`config.mk`:
```
export PLATFORM = sky130hd
export DESIGN_NAME = serial_subtractor_ctrl_flat
export DESIGN_NICKNAME = d
export VERILOG_FILES = /design/src/rtl/serial_subtractor_ctrl_pkg.sv /design/src/rtl/serial_subtractor_ctrl_if.sv /design/src/rtl/serial_subtractor_ctrl_full_subtractor_bit.sv /design/src/rtl/serial_subtractor_ctrl.sv /design/src/flat_wrapper.sv
export SDC_FILE = /design/constraint.sdc
export NUM_CORES = 1
export LEC_CHECK = 0
export ABC_AREA = 1
export BUFFER_PORTS_ARGS = -buffer_cell sky130_fd_sc_hd__buf_2
export CAP_MARGIN = 20
export CORE_AREA = 2 2 60 62
export DETAILED_ROUTE_END_ITERATION = 7
export DIE_AREA = 0 0 62 64
export GPL_ROUTABILITY_DRIVEN = 0
export GPL_TIMING_DRIVEN = 0
export PLACE_DENSITY = 0.69
export SETUP_SLACK_MARGIN = 0.3
export SYNTH_ARGS = -nofsm -noshare
export SYNTH_HDL_FRONTEND = slang
export SYNTH_SLANG_ARGS = --single-unit
```
`constraint.sdc`:
```
create_clock -name clk -period 1.2 [get_ports clk]
set_input_delay 0 -clock clk [delete_from_list [all_inputs] [get_ports clk]]
set_output_delay 0 -clock clk [all_outputs]
set_load 0.1 [all_outputs]
```
`src/rtl/serial_subtractor_ctrl_pkg.sv`:
```
// Shared types and constants for the bit-serial subtractor controller.
package serial_sub_pkg;

    localparam int unsigned SUB_WIDTH_DEF = 8;

    typedef enum logic [1:0] {
        ST_IDLE  = 2'd0,
        ST_SHIFT = 2'd1,
        ST_DONE  = 2'd2
    } state_t;

endpackage

```
`src/rtl/serial_subtractor_ctrl_if.sv`:
```
// Request/result bundle between a requesting FSM (master) and the controller (slave).
interface serial_subtractor_ctrl_if
    import serial_sub_pkg::*;
#(
    parameter int unsigned WIDTH = SUB_WIDTH_DEF
) ();

    logic             start;
    logic [WIDTH-1:0] a;
    logic [WIDTH-1:0] b;
    logic             busy;
    logic             done;
    logic [WIDTH-1:0] diff;
    logic             borrow_out;

    modport master (
        output start, a, b,
        input  busy, done, diff, borrow_out
    );

    modport slave (
        input  start, a, b,
        output busy, done, diff, borrow_out
    );

endinterface

```
`src/rtl/serial_subtractor_ctrl_full_subtractor_bit.sv`:
```
// One-bit full subtractor built from two cascaded half-subtractor stages.
module full_subtractor_bit (
    input  logic a,
    input  logic b,
    input  logic bin,
    output logic d,
    output logic bout
);

    logic d1;
    logic borrow1;
    logic borrow2;

    always_comb begin
        d1      = a ^ b;
        borrow1 = ~a & b;
        d       = d1 ^ bin;
        borrow2 = ~d1 & bin;
        bout    = borrow1 | borrow2;
    end

endmodule

```
`src/rtl/serial_subtractor_ctrl.sv`:
```
// Bit-serial unsigned subtractor: one full-subtractor cell sequenced LSB-first
// over WIDTH cycles, framed by a start/busy/done handshake.
module serial_subtractor_ctrl
    import serial_sub_pkg::*;
#(
    parameter int unsigned WIDTH = SUB_WIDTH_DEF
) (
    input logic                      clk,
    input logic                      rst_n,
    serial_subtractor_ctrl_if.slave  bus
);

    localparam int unsigned      CNT_W    = $clog2(WIDTH);
    localparam logic [CNT_W-1:0] CNT_LAST = CNT_W'(WIDTH - 1);

    state_t           state;
    state_t           next;
    logic [CNT_W-1:0] cnt;
    logic [WIDTH-1:0] a_sr;
    logic [WIDTH-1:0] b_sr;
    logic [WIDTH-1:0] diff_r;
    logic             borrow;
    logic             borrow_out_r;
    logic             busy_r;
    logic             done_r;
    logic             cell_d;
    logic             cell_bout;
    logic             last_bit;

    full_subtractor_bit u_cell (
        .a    (a_sr[0]),
        .b    (b_sr[0]),
        .bin  (borrow),
        .d    (cell_d),
        .bout (cell_bout)
    );

    assign last_bit = (cnt == CNT_LAST);

    always_ff @(posedge clk) begin
        if (!rst_n) begin
            state <= ST_IDLE;
        end else begin
            state <= next;
        end
    end

    always_comb begin
        next = state;
        case (state)
            ST_IDLE:  if (bus.start) next = ST_SHIFT;
            ST_SHIFT: if (last_bit) next = ST_DONE;
            ST_DONE:  next = ST_IDLE;
            default:  next = ST_IDLE;
        endcase
    end

    // Handshake outputs are flopped from the next state so they align with it.
    always_ff @(posedge clk) begin
        if (!rst_n) begin
            busy_r <= 1'b0;
            done_r <= 1'b0;
        end else begin
            busy_r <= (next == ST_SHIFT);
            done_r <= (next == ST_DONE);
        end
    end

    always_ff @(posedge clk) begin
        if (!rst_n) begin
            cnt          <= '0;
            a_sr         <= '0;
            b_sr         <= '0;
            diff_r       <= '0;
            borrow       <= 1'b0;
            borrow_out_r <= 1'b0;
        end else begin
            case (state)
                ST_IDLE: begin
                    if (bus.start) begin
                        a_sr         <= bus.a;
                        b_sr         <= bus.b;
                        cnt          <= '0;
                        diff_r       <= '0;
                        borrow       <= 1'b0;
                        borrow_out_r <= 1'b0;
                    end
                end
                ST_SHIFT: begin
                    a_sr   <= a_sr >> 1;
                    b_sr   <= b_sr >> 1;
                    diff_r <= {cell_d, diff_r[WIDTH-1:1]};
                    borrow <= cell_bout;
                    // borrow_out only moves on the final bit, so it never shows a partial borrow.
                    if (last_bit) begin
                        borrow_out_r <= cell_bout;
                    end else begin
                        cnt <= cnt + 1'b1;
                    end
                end
                default: ;
            endcase
        end
    end

    assign bus.busy       = busy_r;
    assign bus.done       = done_r;
    assign bus.diff       = diff_r;
    assign bus.borrow_out = borrow_out_r;

endmodule

```
`src/flat_wrapper.sv`:
```
// flat-port wrapper written by rule: the top's interface ports become plain ports
module serial_subtractor_ctrl_flat import serial_sub_pkg::*;
#(
    parameter int unsigned WIDTH = SUB_WIDTH_DEF
)
  (clk, rst_n, bus_start, bus_a, bus_b, bus_busy, bus_done, bus_diff, bus_borrow_out);
  serial_subtractor_ctrl_if #(.WIDTH(WIDTH)) bus_i ();
  input logic clk;
  input logic rst_n;
  input wire logic [$bits(bus_i.start)-1:0] bus_start;
  input wire logic [$bits(bus_i.a)-1:0] bus_a;
  input wire logic [$bits(bus_i.b)-1:0] bus_b;
  output wire logic [$bits(bus_i.busy)-1:0] bus_busy;
  output wire logic [$bits(bus_i.done)-1:0] bus_done;
  output wire logic [$bits(bus_i.diff)-1:0] bus_diff;
  output wire logic [$bits(bus_i.borrow_out)-1:0] bus_borrow_out;
  assign bus_i.start = bus_start;
  assign bus_i.a = bus_a;
  assign bus_i.b = bus_b;
  assign bus_busy = bus_i.busy;
  assign bus_done = bus_i.done;
  assign bus_diff = bus_i.diff;
  assign bus_borrow_out = bus_i.borrow_out;
  serial_subtractor_ctrl #(.WIDTH(WIDTH)) u_core (.clk(clk), .rst_n(rst_n), .bus(bus_i));
endmodule
```
==> results.md, run 1 <==
* Outcome: finished, violations left
* Failing checks: hold timing, setup timing
* Post-Synthesis Net Count at between 200 and 250
* Design area at ~2700 um2
* Wirelength per Cell at 16.6 um
* H-tree depth at 2
* Die W at slightly above 60 um
* Fillers at 178
* Share of total power in sequential cells at 0.476
* Core area at between 3000 and 4000 um2
* Setup Viol. Count Final at 6
* Synth area leaders: dfxtp_1 (46%), nand2_1 (11%), a21oi_1 (9.0%), nand3_1 (8.3%), nor2_1 (4.4%)
* Die area at ~4000 um2
* Reg2reg setup slack at -0.03 ns
* Pin count of the biggest net entering global routing at 11
* Worst EP required at around 1.5 ns
* Iter 0 DRT Violations at 80
* Synth top area share at 0.457
* Initial antenna violation count at 0
* Top_reg_cell synth: dfxtp_1
* WHS Endpoint: u_core.bus.diff[0]
* Vias in the first global route at 1,366
* Hold Crit Class: in2reg
* Tmin final at around 1.2 ns
* Leak at around 0.0011 uW
* Vias per cell at about 5.2
* Met3 wire len at between 200 and 300 um
* Number of core rows at 21
* Max Transition Viols Final at 0
* Post-synth EDFFs at 0
* IO Pins at 30
* RSZ-0062 raised after global routing: yes
* Post-route ant nets at 0
* R2R cell count at 4
* Clk pwr share at 0.251
* Final worst slack at -0.0278 ns
* Total GRT Usage at 0.202
* Largest fanout on the critical path at 2
* Met1 Wirelength at approximately 2000 um
* Final WL at approximately 5100 um
* Synth area leader: dfxtp_1
* Share of layout cells above drive strength 1 at 0.598
* R2r startpoint: u_core.a_sr[0]
* DR DRC count at 0
* Worst slew pin tran at 0.642 ns
* Cell variety after synth at 20
* DR vias at about 1,600
* Final core occ at 0.819
* Clk root buf: clkbuf_4
* CTS clk-pin slew, worst paths at approximately 0.11 ns
* Final Hold Violating Endpoints at 3
* P_sw at between 800 and 900 uW
* Area growth from synthesis to layout at 86.1%
* Skew final at around 0.014 ns
* Highest metal used: met4
* First-pass GRT wire length at around 6000 um
* Die Height at between 60 and 70 um
* CTS Buf Count at 5
* VDD IR max at between 0.8 and 0.9 mV
* Max-slew headroom at 0.572
* TritonCTS clock tree: done
* Dpl hpwl at 2270 um
* DR WL met2 at 2680 um
* Sequential area share after synthesis at 0.457
* Crit path from: u_core.a_sr[0]
* Reg2reg end: u_core.bus.diff[7]
* Synth Warn # at 0
* Clock Path Buffers at 2
* Skew-Pair Late Insertion Delay at roughly 0.35 ns
* Clock sinks at 33
* Tcrit/Tclk final at 1.02
* Internal at 1690 uW
* Worst path arrival time at 1.51 ns
* # diodes at 0
* Crit. End Element: register
* Synth Instances at 189
* MaxCap Viol Count at 0
* Post-DP Area at between 1500 and 2000 um2
* Peak Freq at 0.814 GHz
* Logic pwr share at 0.273
* Post-synth ARST share at 0
* Drt pass-1 iters at 4
* WHS at -0.0301 ns
* Worst Setup Start Kind: register
* Sw frac at 0.322
* Crit Path Class: reg2reg
* HP Start: rst_n
* Overflow after GRT at 0
* Worst Hold Depth at 3
* Flop and latch count out of synthesis at 33
* Post-Synthesis Cell Area at between 1000 and 1500 um2
* Power Dens Cells at approximately 920 nW/um2
* # port buffers at 29
* Layout Nets at between 200 and 300
* Initial Utilization at 0.440
* Synthesized area per cell at 7.65 um2
timing repair:
action | in CTS | in global routing
endpoints found under the setup margin | 44 | 44
gates cloned | 0 | 6
gates resized for setup | 40 | 89
setup buffers | 3 | 18
pin swaps | 3 | 23
endpoints found under the hold margin | 13 | 4
hold buffers | 10 | 1
through the flow:
stage | hold WS [ns] | total power, uW | TNS (ns) | std cells | setup slack [ns]
after floorplan | 0.147 | 1460 | 0 | 189 | 0.0544
after global placement | 0.261 | 1550 | -0.00135 | 264 | -0.00135
after detailed placement | 0.257 | 1560 | 0 | 264 | 0.00216
after CTS | -0.0359 | 2180 | 0 | 285 | 0.00593
after global routing | -0.00818 | 2590 | -0.747 | 310 | -0.0734
final | -0.0301 | 2490 | -0.122 | 310 | -0.0278
registers in the layout (all words and copies together), names as in the netlist:
| name | count |
|---|---|
| u_core.cnt | 3 |
| u_core.bus.done | 1 |
| u_core.b_sr | 8 |
| u_core.bus.busy | 1 |
| u_core.state | 2 |
| u_core.bus.diff | 8 |
| u_core.bus.borrow_out | 1 |
| u_core.borrow | 1 |
| u_core.a_sr | 8 |
cell usage in the layout, fill, tap and decap left out, drive strengths merged:
master       count
o21ai            9
dfxtp           33
buf             59
ha               2
a21oi           26
nor3             2
or2              1
clkbuf          13
nand2           46
clkinv           3
nand3           24
fa               1
dlygate4sd3     11
inv             12
nand3b           4
nor2            18
cell families after synthesis:
group / Yosys count / share of synthesized area
flops: 33 / 0.457
fa+ha+maj: 3 / 0.0312
simple gates: 95 / 0.299
buf+inv: 23 / 0.0918
compound gates: 35 / 0.121
power by group through the flow:
stage	clock network [uW]	logic [uW]	registers (uW)
global placement	0	363	1190
global route	685	720	1190
finish	625	679	1180
CTS	604	413	1170
detailed placement	0	366	1190
floorplan	0	242	1220
layer usage:
layer  up-vias  GRT usage
met2        56      0.309
met3        16     0.0709
met4         0     0.0665
li1        769          -
met1       781      0.259
met5         -          0
synthesized netlist by cell type, types with 3 or more instances:
library cell	n
nand2_1	43
dfxtp_1	33
a21oi_1	26
nand3_1	24
nor2_1	17
inv_1	10
o21ai_0	8
buf_4	5
nand3b_1	4
buf_6	3
nand2_4	3
final cells by class:
type	instances	area, um2	area share
plain buffers	11	133	0.0493
clock buffers	6	41.3	0.0153
clock inverters	2	10.0	0.00372
inverters	12	65.1	0.0242
multi-input cells	133	960	0.357
flip-flops and latches	33	706	0.262
well taps	46	57.6	0.0214
repair buffers	66	709	0.264
repair inverters	1	8.76	0.00326
worst max path at each step:
| stage | to | depth (start not counted) | slack [ns] |
|---|---|---|---|
| 6_report | u_core.bus.diff[7] | 4 | -0.03 |
| 5_1_grt | u_core.bus.diff[7] | 4 | -0.07 |
| 4_1_cts | u_core.bus.diff[7] | 4 | 0.006 |
| 3_5_place_dp | u_core.b_sr[5] | 7 | 0.002 |
| 3_3_place_gp | u_core.b_sr[5] | 7 | -0.001 |
| 2_1_floorplan | u_core.bus.diff[7] | 3 | 0.05 |
critical path, cell delays in order, from the launching register on:
cell     delay, ns
dfxtp_2       0.35
inv_2         0.04
fa_1          0.43
or2_1         0.24
a21oi_1       0.11
Power figures use the tool's default switching activity.
==> run 2, diff against run 1 <==
--- a/config.mk
+++ b/config.mk
@@ -8,9 +8,9 @@
 export ABC_AREA = 1
 export BUFFER_PORTS_ARGS = -buffer_cell sky130_fd_sc_hd__buf_2
 export CAP_MARGIN = 20
-export CORE_AREA = 2 2 60 62
+export CORE_AREA = 10 10 68 70
 export DETAILED_ROUTE_END_ITERATION = 7
-export DIE_AREA = 0 0 62 64
+export DIE_AREA = 0 0 78 80
 export GPL_ROUTABILITY_DRIVEN = 0
 export GPL_TIMING_DRIVEN = 0
 export PLACE_DENSITY = 0.69
==> results.md, run 2 (synthesis gave the netlist of run 1 again) <==
* Tmin final at 1.27 ns (+0.0423 ns)
* WHS at 0.00207 ns (+0.0322 ns)
* Logic pwr share at 0.262 (-0.011)
* First-pass GRT wire length at 7400 um (+24%)
* Reg2reg end: u_core.bus.diff[7]
* H-tree depth at 2 (unchanged)
* R2r startpoint: u_core.a_sr[0]
* Post-route ant nets at 0 (unchanged)
* Leading cell type in the layout, fill and taps excluded: nand2_1
* Final worst slack at -0.0701 ns (-0.0423 ns)
* Drt pass-1 iters at 6 (+2)
* Core area at 3280 um2 (unchanged)
* Vias per cell at 5.39 (+3.1%)
* Share of layout cells above drive strength 1 at 0.558 (-0.0408)
* Fillers at 186 (+4.5%)
* Overflow after GRT at 0 (unchanged)
* Dpl hpwl at 2470 um (+9.1%)
* Internal at 1660 uW (-1.7%)
* Sequential cell area at 704 um2 (-0.18%)
* Leak at 0.00109 uW (-4.1%)
* Peak Freq at 0.787 GHz (-3.3%)
* CTS clk-pin slew, worst paths at 0.10 ns (about the same)
* P_sw at 788 uW (-1.6%)
* Final WL at 5320 um (+3.7%)
* Crit. End Element: register
* Area growth from synthesis to layout at 83.9%
* Tcrit/Tclk final at 1.06 (+0.0353)
* Worst path cell trace: inv_2, fa_1, or2_1, a21oi_1
* RSZ-0062 raised after global routing: yes
* CTS Buf Count at 5 (unchanged)
* Pin count of the biggest net entering global routing at 11 (unchanged)
* Die area at 6240 um2 (+57%)
* MaxCap Viol Count at 0 (unchanged)
* # diodes at 0 (unchanged)
* VDD IR max at 0.838 mV (-1.1%)
* Die W at 78 um (+26%)
* IO Pins at 30 (unchanged)
* Crit Path Class: reg2reg
* Skew-Pair Late Insertion Delay at 0.36 ns (about the same)
* Slowest cell on crit path: fa_1
* Post-DP Area at 1800 um2 (unchanged)
* Die Height at 80 um (+25%)
* Outcome: finished, violations left
* Vias in the first global route at 1,536 (+12%)
* Max Transition Viols Final at 0 (unchanged)
* Worst path arrival time at 1.54 ns (+0.03 ns)
* Hold Crit Class: in2reg
* Clock sinks at 33 (unchanged)
* Worst Setup Start Kind: register
* Total GRT Usage at 0.149 (-0.0523)
* Design area at 2660 um2 (-1.2%)
* Clk root buf: clkbuf_4
* R2R cell count at 4 (unchanged)
* Initial Utilization at 0.440 (unchanged)
* Failing checks: setup timing
* Worst slew pin tran at 0.763 ns (+0.121 ns)
* Iter 0 DRT Violations at 151 (+89%)
* DR vias at 1,650 (+1.7%)
* Clock Path Buffers at 2 (unchanged)
* Clk pwr share at 0.255 (+0.004)
* Multi-input gate area at 962 um2 (+0.26%)
* Share of total power in sequential cells at 0.482 (+0.006)
* Final Hold Violating Endpoints at 0 (-3)
* Number of core rows at 21 (unchanged)
* Largest fanout on the critical path at 2 (unchanged)
* DR DRC count at 0 (unchanged)
* Commonest non-fill, non-tap cells in the layout: nand2_1 (28), buf_2 (18), dfxtp_1 (16)
* Final core occ at 0.809 (-0.00991)
* Power Dens Cells at 920 nW/um2 (-0.43%)
* Crit path to: u_core.bus.diff[7]
* Pwr Total at 2450 uW (-1.6%)
* TritonCTS clock tree: done
* Setup Viol. Count Final at 15 (+9)
* Reg2reg setup slack at -0.07 ns (-0.04 ns)
* Sw frac at 0.322 (about the same)
* Crit path from: u_core.a_sr[0]
* Skew final at 0.0207 ns (+0.00648 ns)
* # port buffers at 29 (unchanged)
* Layout Nets at 281 (-1.4%)
* Max-slew headroom at 0.491 (-0.0804)
* Initial antenna violation count at 0 (unchanged)
* Wirelength per Cell at 17.4 um (+5.1%)
* Crit path largest cell delay at 0.43 ns (about the same)
* Worst EP required at 1.47 ns (-0.02 ns)
## run 2: power by group through the flow
stage               Sequential, uW  Clock, uW  Combinational [uW]
finish                        1180        624                 642
global route                  1190        673                 678
CTS                           1170        615                 552
detailed placement            1190          0                 368
global placement              1190          0                 364
floorplan                     1220          0                 242
## run 2: routing by layer
metal / part of all wire / vias to the layer above / global-route usage / routed length [um]
li1: - / 760 / - / -
met1: 0.40 / 797 / 0.163 / 2140
met2: 0.50 / 70 / 0.265 / 2660
met3: 0.065 / 23 / 0.0417 / 345
met4: 0.033 / 0 / 0.0627 / 176
met5: 0 / - / 0 / 0
## run 2: area by class of cell
class,instances,share of cell area
sequential,33,0.265
timing repair buffer,63,0.261
clock inverter,2,0.00377
tap,46,0.0217
clock buffer,6,0.0155
buffer,11,0.0466
inverter,12,0.0245
multi-input combinational,133,0.362
## run 2: worst min-delay path by stage
stage,from,endpoint,slack [ns],cells after the start
finish,bus_a[6],u_core.a_sr[6],0.002,5
global route,bus_a[6],u_core.a_sr[6],0.02,5
CTS,rst_n,u_core.state[1],-0.002,3
detailed placement,bus_b[7],u_core.b_sr[7],0.26,3
global placement,bus_a[7],u_core.a_sr[7],0.26,3
floorplan,bus_a[7],u_core.a_sr[7],0.15,2
## run 2: repair_timing
item	CTS	global route
hold endpoints to repair	11	0
pin swaps	25	9
setup endpoints to repair	44	44
gates cloned	4	0
hold buffers	10	0
setup buffers	13	7
gates resized for setup	99	32
## run 2: critical path: cells and delay by family (launching register included)
kind,cells,cell delay (ns)
fa+ha+maj,1,0.43
buf+inv,1,0.04
compound gates,1,0.13
simple gates,1,0.23
flops,1,0.36
## run 2: stage by stage
stage	instances	TNS, ns	setup slack [ns]
6_report	306	-0.329	-0.0701
2_1_floorplan	189	0	0.0544
3_3_place_gp	264	0	0.0297
5_1_grt	306	-0.830	-0.0794
3_5_place_dp	264	0	0.00755
4_1_cts	299	0	0.00388
==> run 3, diff against run 2 <==
--- a/config.mk
+++ b/config.mk
@@ -8,12 +8,12 @@
 export ABC_AREA = 1
 export BUFFER_PORTS_ARGS = -buffer_cell sky130_fd_sc_hd__buf_2
 export CAP_MARGIN = 20
-export CORE_AREA = 10 10 68 70
+export CORE_AREA = 10 10 79 61
 export DETAILED_ROUTE_END_ITERATION = 7
-export DIE_AREA = 0 0 78 80
+export DIE_AREA = 0 0 89 71
 export GPL_ROUTABILITY_DRIVEN = 0
 export GPL_TIMING_DRIVEN = 0
-export PLACE_DENSITY = 0.69
+export PLACE_DENSITY = 0.68
 export SETUP_SLACK_MARGIN = 0.3
 export SYNTH_ARGS = -nofsm -noshare
 export SYNTH_HDL_FRONTEND = slang
==> results.md, run 3 (synthesis gave the netlist of run 1 again) <==
* Die Height at 71 um (-11%)
* Crit Path Class: reg2reg
* Pin count of the biggest net entering global routing at 11 (unchanged)
* Iter 0 DRT Violations at 128 (-15%)
* Reg2reg end: u_core.b_sr[5]
* First-pass GRT wire length at 7160 um (-3.3%)
* Worst path arrival time at 1.40 ns (-0.14 ns)
* TritonCTS clock tree: done
* Post-route ant nets at 0 (unchanged)
* Total GRT Usage at 0.142 (-0.00748)
* Worst Setup Start Kind: register
* Setup Viol. Count Final at 1 (-14)
* CTS clk-pin slew, worst paths at 0.07 ns (-0.03 ns)
* Clock Path Buffers at 2 (unchanged)
* Die W at 89 um (+14%)
* Worst EP required at 1.38 ns (-0.09 ns)
* Wirelength per Cell at 17.6 um (+1.3%)
* Max-slew headroom at 0.543 (+0.0511)
* Clk root buf: clkbuf_8
* Tcrit/Tclk final at 1.01 (-0.0472)
* # port buffers at 29 (unchanged)
* HP Start: bus_a[1]
* Number of core rows at 18 (-14%)
* VDD IR max at 0.733 mV (-13%)
* Core area at 3360 um2 (+2.2%)
* Vias per cell at 5.21 (-3.4%)
* DR vias at 1,510 (-8.5%)
* Initial antenna violation count at 0 (unchanged)
* Dpl hpwl at 2590 um (+4.6%)
* Initial Utilization at 0.431 (-0.00935)
* Final Hold Violating Endpoints at 0 (unchanged)
* Worst Hold Depth at 5 (unchanged)
* Outcome: finished, violations left
* R2r startpoint: u_core.state[1]
* Drt pass-1 iters at 4 (-2)
* Layout Nets at 271 (-3.6%)
* Largest fanout on the critical path at 7 (+5)
* DR DRC count at 0 (unchanged)
* Final WL at 5110 um (-4.0%)
* Pre-CTS setup slack at 0.0180 ns (+0.0104 ns)
* Multi-input gate area at 1040 um2 (+8.5%)
* Reg2reg setup slack at -0.01 ns (+0.06 ns)
* Peak Freq at 0.824 GHz (+4.7%)
* Final core occ at 0.762 (-0.0467)
* Skew-Pair Late Insertion Delay at 0.29 ns (-0.07 ns)
* Sequential cell area at 704 um2 (unchanged)
* Die area at 6320 um2 (+1.3%)
* WHS Endpoint: u_core.a_sr[1]
* Skew final at 0.00826 ns (-0.0124 ns)
* Failing checks: setup timing
* Overflow after GRT at 0 (unchanged)
* Leak at 0.00106 uW (-2.7%)
* IO Pins at 30 (unchanged)
* Final worst slack at -0.0135 ns (+0.0566 ns)
* Setup TNS at -0.0135 ns (+0.316 ns)
* Vias in the first global route at 1,457 (-5.1%)
* Share of layout cells above drive strength 1 at 0.648 (+0.0903)
* RSZ-0062 raised after global routing: yes
* Hold Crit Class: in2reg
* MaxCap Viol Count at 0 (unchanged)
* Tmin final at 1.21 ns (-0.0566 ns)
* Layout Cells excl Fill at 290 (-5.2%)
* Leading cell type in the layout, fill and taps excluded: nand2_1
* # diodes at 0 (unchanged)
* Power Dens Cells at 1030 nW/um2 (+12%)
* R2R cell count at 7 (+3)
* Placed Cells at 258 (-2.3%)
* H-tree depth at 2 (unchanged)
* Clock sinks at 33 (unchanged)
* Max Transition Viols Final at 0 (unchanged)
* Commonest non-fill, non-tap cells in the layout: nand2_1 (24), nand3_2 (18), buf_2 (18)
* CTS Buf Count at 5 (unchanged)
* Crit. End Element: register
* Area growth from synthesis to layout at 77.1%
* Worst slew pin tran at 0.686 ns (-0.0766 ns)
* Fillers at 206 (+11%)
==> run 3: changes by cell type in the layout (fill, tap and decap cells not counted), sizes merged <==
cell	change
dlygate4sd3	-8
buf	-3
clkbuf	+1
==> run 3: worst max path at each step <==
stage,cells after the start,startpoint,end
global route,7,u_core.state[1],u_core.b_sr[5]
finish,7,u_core.state[1],u_core.b_sr[5]
CTS,4,u_core.a_sr[0],u_core.bus.diff[7]
global placement,4,u_core.a_sr[0],u_core.bus.diff[7]
detailed placement,4,u_core.a_sr[0],u_core.bus.diff[7]
floorplan,3,u_core.borrow,u_core.bus.diff[7]
==> run 3: layer usage <==
metal	wire length, um	GRT usage	share of wire
met5	0	0	0
met1	2130	0.184	0.42
met3	290	0.0469	0.057
met4	89	0.0563	0.017
met2	2600	0.211	0.51
==> run 3: what timing repair did <==
action | in CTS | in global routing
gates resized for setup | 84 | 41
hold endpoints to repair | 2 | 0
hold buffers | 2 | 0
pin swaps | 33 | 21
setup buffers | 14 | 3
endpoints found under the setup margin | 44 | 34
gates cloned | 4 | 1
==> run 3: final cells by class <==
class,instances,share of cell area
multi-input combinational,133,0.408
tap,40,0.0196
inverter,12,0.0254
clock inverter,2,0.00391
sequential,33,0.275
buffer,11,0.0523
clock buffer,6,0.0284
timing repair buffer,53,0.187
==> run 3: critical path, cell delays in order (launching register included) <==
cell     delay [ns]
dfxtp_4        0.37
inv_8          0.08
nand2_8        0.12
nand2_8        0.12
buf_6          0.15
nand2_2        0.07
a21oi_2        0.12
nor2_1         0.06
==> run 3: through the flow <==
stage	cell area [um2]	total power [uW]	hold WS, ns
floorplan	1600	1460	0.147
global placement	1790	1550	0.266
detailed placement	1790	1560	0.261
CTS	2330	2520	0.0283
global route	2560	2740	0.0588
finish	2560	2640	0.0343
==> run 3: power breakdown <==
group / internal (uW) / total (uW) / switching, uW
Sequential: 1130 / 1180 / 48.5
Clock: 402 / 813 / 412
Combinational: 297 / 642 / 346
Total: 1830 / 2640 / 806
